## config.mk

```make
export PLATFORM = sky130hd
export DESIGN_NAME = cache_test_sequencer_flat
export DESIGN_NICKNAME = d
export VERILOG_FILES = /design/src/rtl/cache_test_sequencer_if.sv /design/src/rtl/cache_test_sequencer.sv /design/src/flat_wrapper.sv
export SDC_FILE = /design/constraint.sdc
export NUM_CORES = 1
export LEC_CHECK = 0
export BUFFER_PORTS_ARGS = -buffer_cell sky130_fd_sc_hd__buf_2
export CAP_MARGIN = 10
export CORE_MARGIN = 10
export CORE_UTILIZATION = 30
export DETAILED_ROUTE_END_ITERATION = 10
export PLACE_DENSITY = 0.63
export REMOVE_ABC_BUFFERS = 1
export SYNTH_ARGS = -nofsm -noshare
export SYNTH_HDL_FRONTEND = slang
export SYNTH_SLANG_ARGS = --single-unit
```

## constraint.sdc

```tcl
create_clock -name clk -period 8 [get_ports clk]
set_clock_uncertainty 0.1 [all_clocks]
set_input_delay 2.4 -clock clk [delete_from_list [all_inputs] [get_ports clk]]
set_output_delay 2.4 -clock clk [all_outputs]
set_load 0.05 [all_outputs]
```

## src/rtl/cache_test_sequencer_if.sv

```systemverilog
// Cache request port between the test sequencer (master) and the cache (slave).
// The master holds a request stable while the cache raises cache_stall; a request
// is taken on the edge where cache_en=1 and cache_stall=0.
interface cache_test_sequencer_if #(
  parameter int ADDR_W = 32
);
  logic              cache_en;
  logic              cache_we;
  logic [ADDR_W-1:0] cache_addr;
  logic [31:0]       cache_din;
  logic              cache_stall;

  modport master (
    output cache_en, cache_we, cache_addr, cache_din,
    input  cache_stall
  );

  modport slave (
    input  cache_en, cache_we, cache_addr, cache_din,
    output cache_stall
  );
endinterface

```

## src/rtl/cache_test_sequencer.sv

```systemverilog
// Walks the instruction ROM from index 0, issuing each valid read/write entry to
// the cache under a stall handshake, and stops at the first invalid entry, after
// the last ROM entry, or when one request stalls for TIMEOUT cycles. Reports
// done/err plus saturating cycle and stall statistics.
module cache_test_sequencer #(
  parameter int IDX_W   = 4,
  parameter int ADDR_W  = 32,
  parameter int CNT_W   = 16,
  parameter int TIMEOUT = 64
) (
  input  logic                 clk,
  input  logic                 rst,
  input  logic                 start_i,
  output logic [IDX_W-1:0]     index_o,
  input  logic                 inst_valid_i,
  input  logic                 inst_write_i,
  input  logic [ADDR_W-1:0]    inst_addr_i,
  cache_test_sequencer_if.master cache,
  output logic                 busy_o,
  output logic                 done_o,
  output logic                 err_o,
  output logic [IDX_W:0]       inst_count_o,
  output logic [CNT_W-1:0]     cycle_count_o,
  output logic [CNT_W-1:0]     stall_count_o
);

  localparam int WAIT_W = $clog2(TIMEOUT + 1);
  localparam logic [IDX_W-1:0]  IDX_LAST  = '1;
  localparam logic [WAIT_W-1:0] WAIT_LAST = WAIT_W'(TIMEOUT - 1);
  localparam logic [31:0]       DIN_MASK  = 32'hA5A5_A5A5;

  typedef enum logic [2:0] {
    S_IDLE,
    S_FETCH,
    S_ISSUE,
    S_DONE,
    S_ERR
  } state_t;

  state_t            state_q;
  logic [WAIT_W-1:0] wait_q;
  logic [CNT_W-1:0]  cycle_count_d;
  logic [CNT_W-1:0]  stall_count_d;
  logic [31:0]       din_d;

  // Saturating next values for the statistics counters and the write-data pattern.
  always_comb begin
    // NOTE: every always_comb output gets a value on every path, so no latch is inferred.
    cycle_count_d = (cycle_count_o == '1) ? cycle_count_o : cycle_count_o + CNT_W'(1);
    stall_count_d = (stall_count_o == '1) ? stall_count_o : stall_count_o + CNT_W'(1);
    din_d         = 32'(inst_addr_i) ^ DIN_MASK;
  end

  // Sequencer FSM; every output is a register updated here.
  always_ff @(posedge clk or posedge rst) begin
    if (rst) begin
      state_q          <= S_IDLE;
      wait_q           <= '0;
      index_o          <= '0;
      cache.cache_en   <= 1'b0;
      cache.cache_we   <= 1'b0;
      cache.cache_addr <= '0;
      cache.cache_din  <= '0;
      busy_o           <= 1'b0;
      done_o           <= 1'b0;
      err_o            <= 1'b0;
      inst_count_o     <= '0;
      cycle_count_o    <= '0;
      stall_count_o    <= '0;
    end else begin
      // NOTE: non-blocking assignments keep every register reading pre-edge values.
      case (state_q)
        S_IDLE, S_DONE, S_ERR: begin
          if (start_i) begin
            state_q       <= S_FETCH;
            wait_q        <= '0;
            index_o       <= '0;
            inst_count_o  <= '0;
            cycle_count_o <= '0;
            stall_count_o <= '0;
            done_o        <= 1'b0;
            err_o         <= 1'b0;
            busy_o        <= 1'b1;
          end
        end

        S_FETCH: begin
          cycle_count_o <= cycle_count_d;
          if (!inst_valid_i) begin
            state_q <= S_DONE;
            done_o  <= 1'b1;
            busy_o  <= 1'b0;
          end else begin
            state_q          <= S_ISSUE;
            wait_q           <= '0;
            cache.cache_en   <= 1'b1;
            cache.cache_we   <= inst_write_i;
            cache.cache_addr <= inst_addr_i;
            cache.cache_din  <= din_d;
          end
        end

        S_ISSUE: begin
          cycle_count_o <= cycle_count_d;
          if (!cache.cache_stall) begin
            // Accepted: drop the request and move on, or finish after the last entry.
            cache.cache_en   <= 1'b0;
            cache.cache_we   <= 1'b0;
            cache.cache_addr <= '0;
            cache.cache_din  <= '0;
            inst_count_o     <= inst_count_o + (IDX_W+1)'(1);
            if (index_o == IDX_LAST) begin
              state_q <= S_DONE;
              done_o  <= 1'b1;
              busy_o  <= 1'b0;
            end else begin
              index_o <= index_o + IDX_W'(1);
              state_q <= S_FETCH;
            end
          end else begin
            wait_q        <= wait_q + WAIT_W'(1);
            stall_count_o <= stall_count_d;
            if (wait_q == WAIT_LAST) begin
              state_q          <= S_ERR;
              err_o            <= 1'b1;
              busy_o           <= 1'b0;
              cache.cache_en   <= 1'b0;
              cache.cache_we   <= 1'b0;
              cache.cache_addr <= '0;
              cache.cache_din  <= '0;
            end
          end
        end

        default: state_q <= S_IDLE;
      endcase
    end
  end

endmodule

```

## src/flat_wrapper.sv

```systemverilog
// flat-port wrapper written by rule: the top's interface ports become plain ports
module cache_test_sequencer_flat 
#(
  parameter int IDX_W   = 4,
  parameter int ADDR_W  = 32,
  parameter int CNT_W   = 16,
  parameter int TIMEOUT = 64
)
  (clk, rst, start_i, index_o, inst_valid_i, inst_write_i, inst_addr_i, busy_o, done_o, err_o, inst_count_o, cycle_count_o, stall_count_o, cache_cache_en, cache_cache_we, cache_cache_addr, cache_cache_din, cache_cache_stall);
  cache_test_sequencer_if #(.ADDR_W(ADDR_W)) cache_i ();
  input  logic clk;
  input  logic rst;
  input  logic start_i;
  output logic [IDX_W-1:0] index_o;
  input  logic inst_valid_i;
  input  logic inst_write_i;
  input  logic [ADDR_W-1:0] inst_addr_i;
  output logic busy_o;
  output logic done_o;
  output logic err_o;
  output logic [IDX_W:0] inst_count_o;
  output logic [CNT_W-1:0] cycle_count_o;
  output logic [CNT_W-1:0] stall_count_o;
  output wire logic [$bits(cache_i.cache_en)-1:0] cache_cache_en;
  output wire logic [$bits(cache_i.cache_we)-1:0] cache_cache_we;
  output wire logic [$bits(cache_i.cache_addr)-1:0] cache_cache_addr;
  output wire logic [$bits(cache_i.cache_din)-1:0] cache_cache_din;
  input wire logic [$bits(cache_i.cache_stall)-1:0] cache_cache_stall;
  assign cache_cache_en = cache_i.cache_en;
  assign cache_cache_we = cache_i.cache_we;
  assign cache_cache_addr = cache_i.cache_addr;
  assign cache_cache_din = cache_i.cache_din;
  assign cache_i.cache_stall = cache_cache_stall;
  cache_test_sequencer #(.IDX_W(IDX_W), .ADDR_W(ADDR_W), .CNT_W(CNT_W), .TIMEOUT(TIMEOUT)) u_core (.clk(clk), .rst(rst), .start_i(start_i), .index_o(index_o), .inst_valid_i(inst_valid_i), .inst_write_i(inst_write_i), .inst_addr_i(inst_addr_i), .cache(cache_i), .busy_o(busy_o), .done_o(done_o), .err_o(err_o), .inst_count_o(inst_count_o), .cycle_count_o(cycle_count_o), .stall_count_o(stall_count_o));
endmodule
```

# After elaboration in Yosys (flattened, before gate mapping)
# Cells that the tools add are included.
# Widths: inputs -> output; s select.
[word_totals]
in_bits = 38
regBits = 120
out_inout_bits = 110
word_cells = 104
[op_classes]
mux = 48
n_addsub = 5
reduce_logical = 17
n_eq_ne = 20
n_bitwise = 1
[op_table]
columns = ["op", "n"]
rows = [
  ["$mux 32", 4],
  ["$pmux 32 s2", 2],
  ["$mux 16", 4],
  ["$pmux 16 s2", 2],
  ["$add 16x1->16 const B", 2],
  ["$eq 16x16->1 const B", 2],
  ["$mux 7", 3],
  ["$pmux 7 s3", 1],
  ["$ne 2x2->1 const B", 8],
  ["$not 16->16", 1],
  ["$reduce_and 4->1", 4],
  ["$mux 1", 15],
  ["$mux 4", 3],
  ["$mux 5", 2],
  ["$pmux 5 s2", 1],
  ["$reduce_and 5->1", 2],
  ["$mux 3", 3],
  ["$pmux 3 s3", 1],
  ["$reduce_and 3->1", 3],
  ["$pmux 4 s2", 1],
  ["$add 7x1->7 const B", 1],
  ["$eq 7x6->1 const B", 1],
  ["$eq 3x2->1 const B", 2],
  ["$ne 3x2->1 const B", 2],
  ["15 further kinds", 21],
]

# Depth between registers and ports, before layout
# Gate-level depths: netlist of the first run.
[depth]
word_depth = 4
ltp_mapped = 8
mapped_depth_nobuf = 6

# Least setup slack after synthesis of the first run
# No wires, ideal clock.
[synth_path]
path_kind = "input port to flip-flop"
startpoint = "input port start_i"
endpoint = "register u_core.cycle_count_o[10]"
setup_slack_ns = 4.180
t_arrival_ns = 3.596
setup_ns = 0.124
n_path_buf = 1
required_time_ns = 7.776
cell_stages = 6
path_cell_list = "or3b_1 -> o21ai_4 -> nand2_2 -> and2_4 -> buf_6 -> a211o_1"
[synth_via]
elab_chain_cells = 2
[synth_lines]
columns = ["element", "line_no", "rtl"]
rows = [
  ["from (decl)", "flat_wrapper.sv:13", "input logic start_i;"],
  ["$ne 2x2->1 (no line)", "--", ""],
  ["$reduce_and 3->1 (no line)", "--", ""],
  ["to (signal assigned)", "cache_test_sequencer.sv:88", "cycle_count_o <= cycle_count_d;"],
  ["to (signal assigned)", "cache_test_sequencer.sv:104", "cycle_count_o <= cycle_count_d;"],
  ["to (decl)", "cache_test_sequencer.sv:23", "output logic [CNT_W-1:0] cycle_count_o,"],
]
# Every way passes these cells.
# A chain may end at the register's enable or synchronous reset.

# Worst setup path after layout of the first run
[layout_path]
startpoint = "input port cache_cache_stall"
endpoint = "register u_core.index_o[0]"
[layout_via]
elab_chain_cells = 2
[layout_lines]
columns = ["element", "line_no", "rtl"]
rows = [
  ["from (decl)", "flat_wrapper.sv:28", "input wire logic [$bits(cache_i.cache_stall)-1:0] cache_cache_stall;"],
  ["$ne 2x2->1 (no line)", "--", ""],
  ["$reduce_and 4->1 (no line)", "--", ""],
  ["to (signal assigned)", "cache_test_sequencer.sv:117", "index_o <= index_o + IDX_W'(1);"],
  ["to (decl)", "cache_test_sequencer.sv:14", "output logic [IDX_W-1:0] index_o,"],
]
# Every way passes these cells.

==> summary.md, run 1 <==
| Metric | Value |
|---|---|
| Post-Syn Area | 4920 sq um |
| CTS root buf | clkbuf_16 |
| Core region area | 16,000 sq um |
| Slew headroom | 27.0% |
| Peak VDD IR | 0.240 mV |
| Crit path max fanout | 12 |
| Fill count | 1,633 |
| DR iter-0 viols | 208 |
| Main combinational cell family by area after synthesis | compound AO/OA/AOI/OAI gates |
| Internal power | 1.33 mW |
| Synth Area in XOR/XNOR | 0.890% |
| Mean Syn Cell Area | 10.7 sq um |
| Most used flip-flop cell after synthesis | dfrtp_1 |
| Total placed cells including tap cells | 782 |
| Synth area leader | dfrtp_1 |
| Routed WL per cell | 17.5 um |
| Asr flop ratio synth | 100% |
| Measured slew at the worst slew-check pin | 1.09 ns |
| Setup WS pre-CTS | 3.76 ns |
| Pin count of the biggest net entering global routing | 61 |
| Final hold violations | 0 |
| Max-cap violations | 0 |
| Layout Nets | 620 |
| Compound-Gate Fraction of Synth Area | 22.0% |
| Sw frac | 52.4% |
| Comb power frac | 53.4% |
| FMAX | 260 MHz |
| Final worst setup slack | 4.15 ns |
| Hold-fix buffers, CTS | 0 |
| Final core occ | 37.6% |
| Routed wire length | 14,000 um |
| Cts repair resizes | 0 |
| Clk pwr share | 16.9% |
| Worst EP required | 8.14 ns |
| CTS Sinks | 104 |
| Vias per inst | 5.14 |
| Register Area | 2600 sq um |
| Final setup fails | 0 |
| Area of the multi-input gates | 2040 sq um |
| Worst setup EP type | register |
| Status | finished, final reports clean |
| DRC | 0 |
| Adder-Cell Fraction of Synth Area | 1.27% |
| Most common cell in the netlist | dfrtp_1 |
| Sw Pwr | 1.47 mW |
| Post-synthesis simple-gate area fraction | 16.5% |
| H-tree depth | 3 |
| Clk pin slew, worst setup/hold paths | 0.07 ns |
| TritonCTS clock tree | done |
| Drt first pass iters | 4 |
| Synth top area cells | dfrtp_1, a22o_1, o2bb2ai_1, buf_4, o21ai_0 |
| Fin area | 6010 sq um |
| Setup TNS | 0 ns |
| GPL Wtd Cong | 0.799 |
| Post-CTS Repair Setup Buffers | 0 |
| RSZ-0062 raised after global routing | false |
| DIE HEIGHT | 148 um |
| Hold crit path type | register to register |
| Mux cell area share after synthesis | 0.661% |
| Leakage | 3.09 nW |
| Synth Register Bits | 104 |
| WP data arrival | 3.99 ns |
| Dpl hpwl | 9940 um |
| Hold slack | 0.373 ns |
| Maximum clock insertion buffer count | 2 |
| Total CTS buffers | 9 |
| Gr ovfl total | 0 |
| Share of layout cells above drive strength 1 | 31.6% |
| Post-synthesis sequential area ratio | 52.9% |
| Die ar. | 21,900 sq um |
| Total Power | 2.80 mW |
| Row Count | 46 |
| First-pass GRT wire length | 22,800 um |
| Worst-Skew Late Latency | 0.35 ns |
| Distinct cells, synth | 59 |
| Reg power frac | 29.7% |
| Worst setup SP type | primary input |
| DRT antenna net count | 0 |
| Starting Density | 30.8% |
| Layout Cells excl Fill | 799 |
| Die width | 148 um |
| Period minus WS final | 3.85 ns |
| Post-synthesis instance total | 458 |
| Yosys top cell area share | 52.9% |
| Slew Limit Fails | 0 |
| Yosys warns | 0 |
| Via count | 4,110 |
| Initial antenna violation count | 1 |
| Crit path kind | primary input to register |
| Placed Area | 5690 sq um |
| Commonest cells post-synth | dfrtp_1, a22o_1, nor2_1 |
| Gr usage total | 12.5% |
| Number of global-route vias before repair | 4,293 |
| Final period utilization | 48.1% |
| IO buf count | 147 |
| Count of flip-flops with a built-in enable after synthesis | 0 |
| Power density over the cells | 466 nW/um^2 |
| Num ports | 148 |
| Area growth, synth to finish | 22.2% |
==> logic make-up (layout without fill, tap and decap cells) <==
family          Yosys count  after routing
simple gates            151            151
compound gates          143            143
flops                   104            104
buf+inv                  47            171
fa+ha+maj                 5              5
xor+xnor                  5              5
mux                       3              3
other cells               0              1
==> state kept, by name, indices dropped and copies added, names as in the netlist, 3 cells and up <==
| register | count |
|---|---|
| u_core.wait_q | 7 |
| u_core.stall_count_o | 16 |
| u_core.inst_count_o | 5 |
| u_core.index_o | 4 |
| u_core.state_q | 3 |
| u_core.cache.cache_addr | 16 |
| u_core.cycle_count_o | 16 |
| u_core.cache.cache_din | 32 |
==> layout make-up <==
cell class	count	area share, %
Antenna cell	1	0.0416
Sequential cell	104	43.3
Inverter	5	0.354
Tap cell	216	4.49
Timing Repair Buffer	150	12.6
Clock buffer	14	4.72
Multi-Input combinational cell	307	33.9
Clock inverter	2	0.582
==> path summary, 6_finish.rpt <==
path / startpoint / endpoint / slack (ns) / cells after the start
max in group asynchronous: rst / u_core.cache.cache_din[27] / 4.56 / 3
hold / removal: u_core.wait_q[5] / u_core.wait_q[5] / 0.37 / 1
hold reg to reg: u_core.wait_q[5] / u_core.wait_q[5] / 0.37 / 1
setup reg to reg: u_core.state_q[0] / u_core.cache.cache_din[3] / 5.14 / 4
min in group asynchronous: rst / u_core.cache.cache_din[20] / 2.01 / 2
setup / recovery: cache_cache_stall / u_core.index_o[0] / 4.15 / 6
==> critical path, cell delays in order <==
cell and delay, ns:
buf_2 0.23, mux2i_1 0.16, o21ai_4 0.32, and2_1 0.46, nor2_1 0.12, mux2_2 0.28
==> cells in the final DEF, fill, tap and decap left out, types with 10 or more instances in the layout <==
master     count
o2bb2ai_1     17
nand3_1       15
a21oi_1       10
nand2_1       28
o21ai_0       28
nor2_1        31
nor3_1        14
buf_2        147
nand4_1       15
a22o_1        35
dfrtp_1      104
==> metal layers <==
metal  part of all wire (%)  track usage (%)
met5                      0                0
met2                     50             21.1
met3                    6.7             4.76
met1                     42             14.7
met4                    1.2             3.07
==> power by group through the flow <==
stage | registers (mW) | logic [mW] | clock network, mW
2_1_floorplan | 1.50 | 0.446 | 0
3_3_place_gp | 0.829 | 1.50 | 0
3_5_place_dp | 0.838 | 1.52 | 0
4_1_cts | 0.833 | 1.52 | 0.490
5_1_grt | 0.860 | 1.59 | 0.512
6_report | 0.833 | 1.50 | 0.472
Note: power is estimated with default switching activity, not from simulation.
==> run 2: changes to the inputs <==
clock period = 3.8 ns   (was 8 ns; I/O delays follow)
==> run 2 against run 1 <==
Net effect:
- global-route usage down 0.22 points
- critical path depth unchanged
- non-clock buffer count up 1
==> summary.md, run 2 (synthesis results as in run 1) <==
| Metric | Value |
|---|---|
| Status | finished, final reports clean |
| Crit path kind | primary input to register |
| Placed Area | 5710 sq um |
| Post-CTS Repair Setup Buffers | 0 |
| Period minus WS final | 2.57 ns |
| Hold-fix buffers, CTS | 0 |
| Via count | 4,147 |
| IO buf count | 147 |
| Layout Nets | 621 |
| Worst setup SP type | primary input |
| Crit path launch | cache_cache_stall |
| Final setup fails | 0 |
| Area of the multi-input gates | 2040 sq um |
| Power density over the cells | 965 nW/um^2 |
| Final worst setup slack | 1.23 ns |
| Dpl hpwl | 9670 um |
| GPL Wtd Cong | 0.811 |
| FMAX | 390 MHz |
| Fin area | 5980 sq um |
| Max-cap violations | 0 |
| WP data arrival | 2.71 ns |
| Measured slew at the worst slew-check pin | 1.11 ns |
| Max reg flops | 32 |
| Biggest register | u_core.cache.cache_din |
| Slew headroom | 25.6% |
| Routed WL per cell | 17.2 um |
| Fill count | 1,644 |
| Initial antenna violation count | 1 |
| Worst-Skew Late Latency | 0.35 ns |
| Drt first pass iters | 4 |
| Reg2reg setup slack | 1.39 ns |
| CTS root buf | clkbuf_16 |
| Gr ovfl total | 0 |
| TritonCTS clock tree | done |
| DRC | 0 |
| Commonest non-fill, non-tap cell in the layout | buf_2 |
| DRT antenna net count | 0 |
| Reg2reg path depth | 6 |
| Hold depth | 1 |
| Slew Limit Fails | 0 |
| Vias per inst | 5.18 |
| CTS Sinks | 104 |
| Maximum clock insertion buffer count | 2 |
| Row Count | 46 |
| Core region area | 16,000 sq um |
| Leakage | 3.07 nW |
| Number of global-route vias before repair | 4,078 |
| Die width | 148 um |
| Routed wire length | 13,800 um |
| Final period utilization | 67.6% |
| Starting Density | 30.8% |
| Die ar. | 21,900 sq um |
| DR iter-0 viols | 242 |
| Worst EP required | 3.94 ns |
| DIE HEIGHT | 148 um |
| Area growth, synth to finish | 21.6% |
| Clk pin slew, worst setup/hold paths | 0.07 ns |
| Total CTS buffers | 9 |
| Cts repair resizes | 0 |
| Pin count of the biggest net entering global routing | 62 |
| Gr usage total | 12.3% |
| Peak VDD IR | 0.403 mV |
| Share of layout cells above drive strength 1 | 31.4% |
| Worst reg2reg startpoint | u_core.wait_q[0] |
| Register Area | 2600 sq um |
| First-pass GRT wire length | 22,100 um |
| Setup WS pre-CTS | 0.835 ns |
| Worst reg2reg path endpoint | u_core.cache.cache_din[12] |
| Worst setup EP type | register |
| Critical Path End | u_core.index_o[0] |
| Num ports | 148 |
| Final hold violations | 0 |
| Most frequent cells in the layout | buf_2, dfrtp_1, a22o_1 |
| Hold crit path type | register to register |
| RSZ-0062 raised after global routing | false |
| Crit path max fanout | 12 |
| H-tree depth | 3 |
| Total Power | 5.77 mW |
[run 2: cell types whose count changed in the layout (fill, tap and decap cells not counted), sizes merged]
cell	before	now
bufinv	1	0
clkinv	1	4
buf	150	151
clkbuf	14	12
[run 2: worst min-delay path by stage]
stage	start	end	slack (ns)
6_report	u_core.cache.cache_din[24]	u_core.cache.cache_din[24]	0.38
5_1_grt	u_core.cache.cache_din[10]	u_core.cache.cache_din[10]	0.40
4_1_cts	u_core.cache.cache_din[10]	u_core.cache.cache_din[10]	0.39
3_5_place_dp	u_core.cache.cache_din[31]	u_core.cache.cache_din[31]	0.37
3_3_place_gp	u_core.wait_q[5]	u_core.wait_q[5]	0.37
2_1_floorplan	u_core.wait_q[5]	u_core.wait_q[5]	0.35
[run 2: routing by layer]
metal	track usage [%]	part of all wire (%)	up-vias
met1	15.5	44	2068
met3	3.52	6.6	15
li1	-	-	1950
met2	19.5	48	114
met5	0	0	-
met4	4.76	1.7	0
[run 2: area by class of cell]
| class | count | share of cell area, % |
|---|---|---|
| diodes | 1 | 0.0418 |
| clock buffers | 12 | 3.95 |
| clock inverters | 4 | 0.523 |
| inverters | 5 | 0.355 |
| multi-input cells | 307 | 34.1 |
| flip-flops and latches | 104 | 43.5 |
| well taps | 216 | 4.52 |
| repair buffers | 151 | 13.0 |
[run 2: power breakdown]
group / leakage, nW / internal, mW / switching, mW / total (mW)
clock network: 0.131 / 0.449 / 0.428 / 0.876
logic: 1.56 / 0.772 / 2.37 / 3.14
registers: 1.39 / 1.46 / 0.293 / 1.75
[run 2: critical path, stage by stage]
cell and delay, ns:
buf_2 0.24, mux2i_1 0.16, o21ai_4 0.31, and2_1 0.46, nor2_1 0.12, mux2_2 0.27
[run 2: through the flow]
stage	hold slack (ns)	utilization (%)	setup TNS, ns	instances
4_1_cts	0.391	37.4	0	799
2_1_floorplan	0.345	-	-18.27	416
3_5_place_dp	0.369	35.7	0	783
5_1_grt	0.402	37.4	0	799
3_3_place_gp	0.366	35.7	0	783
6_report	0.383	37.4	0	800
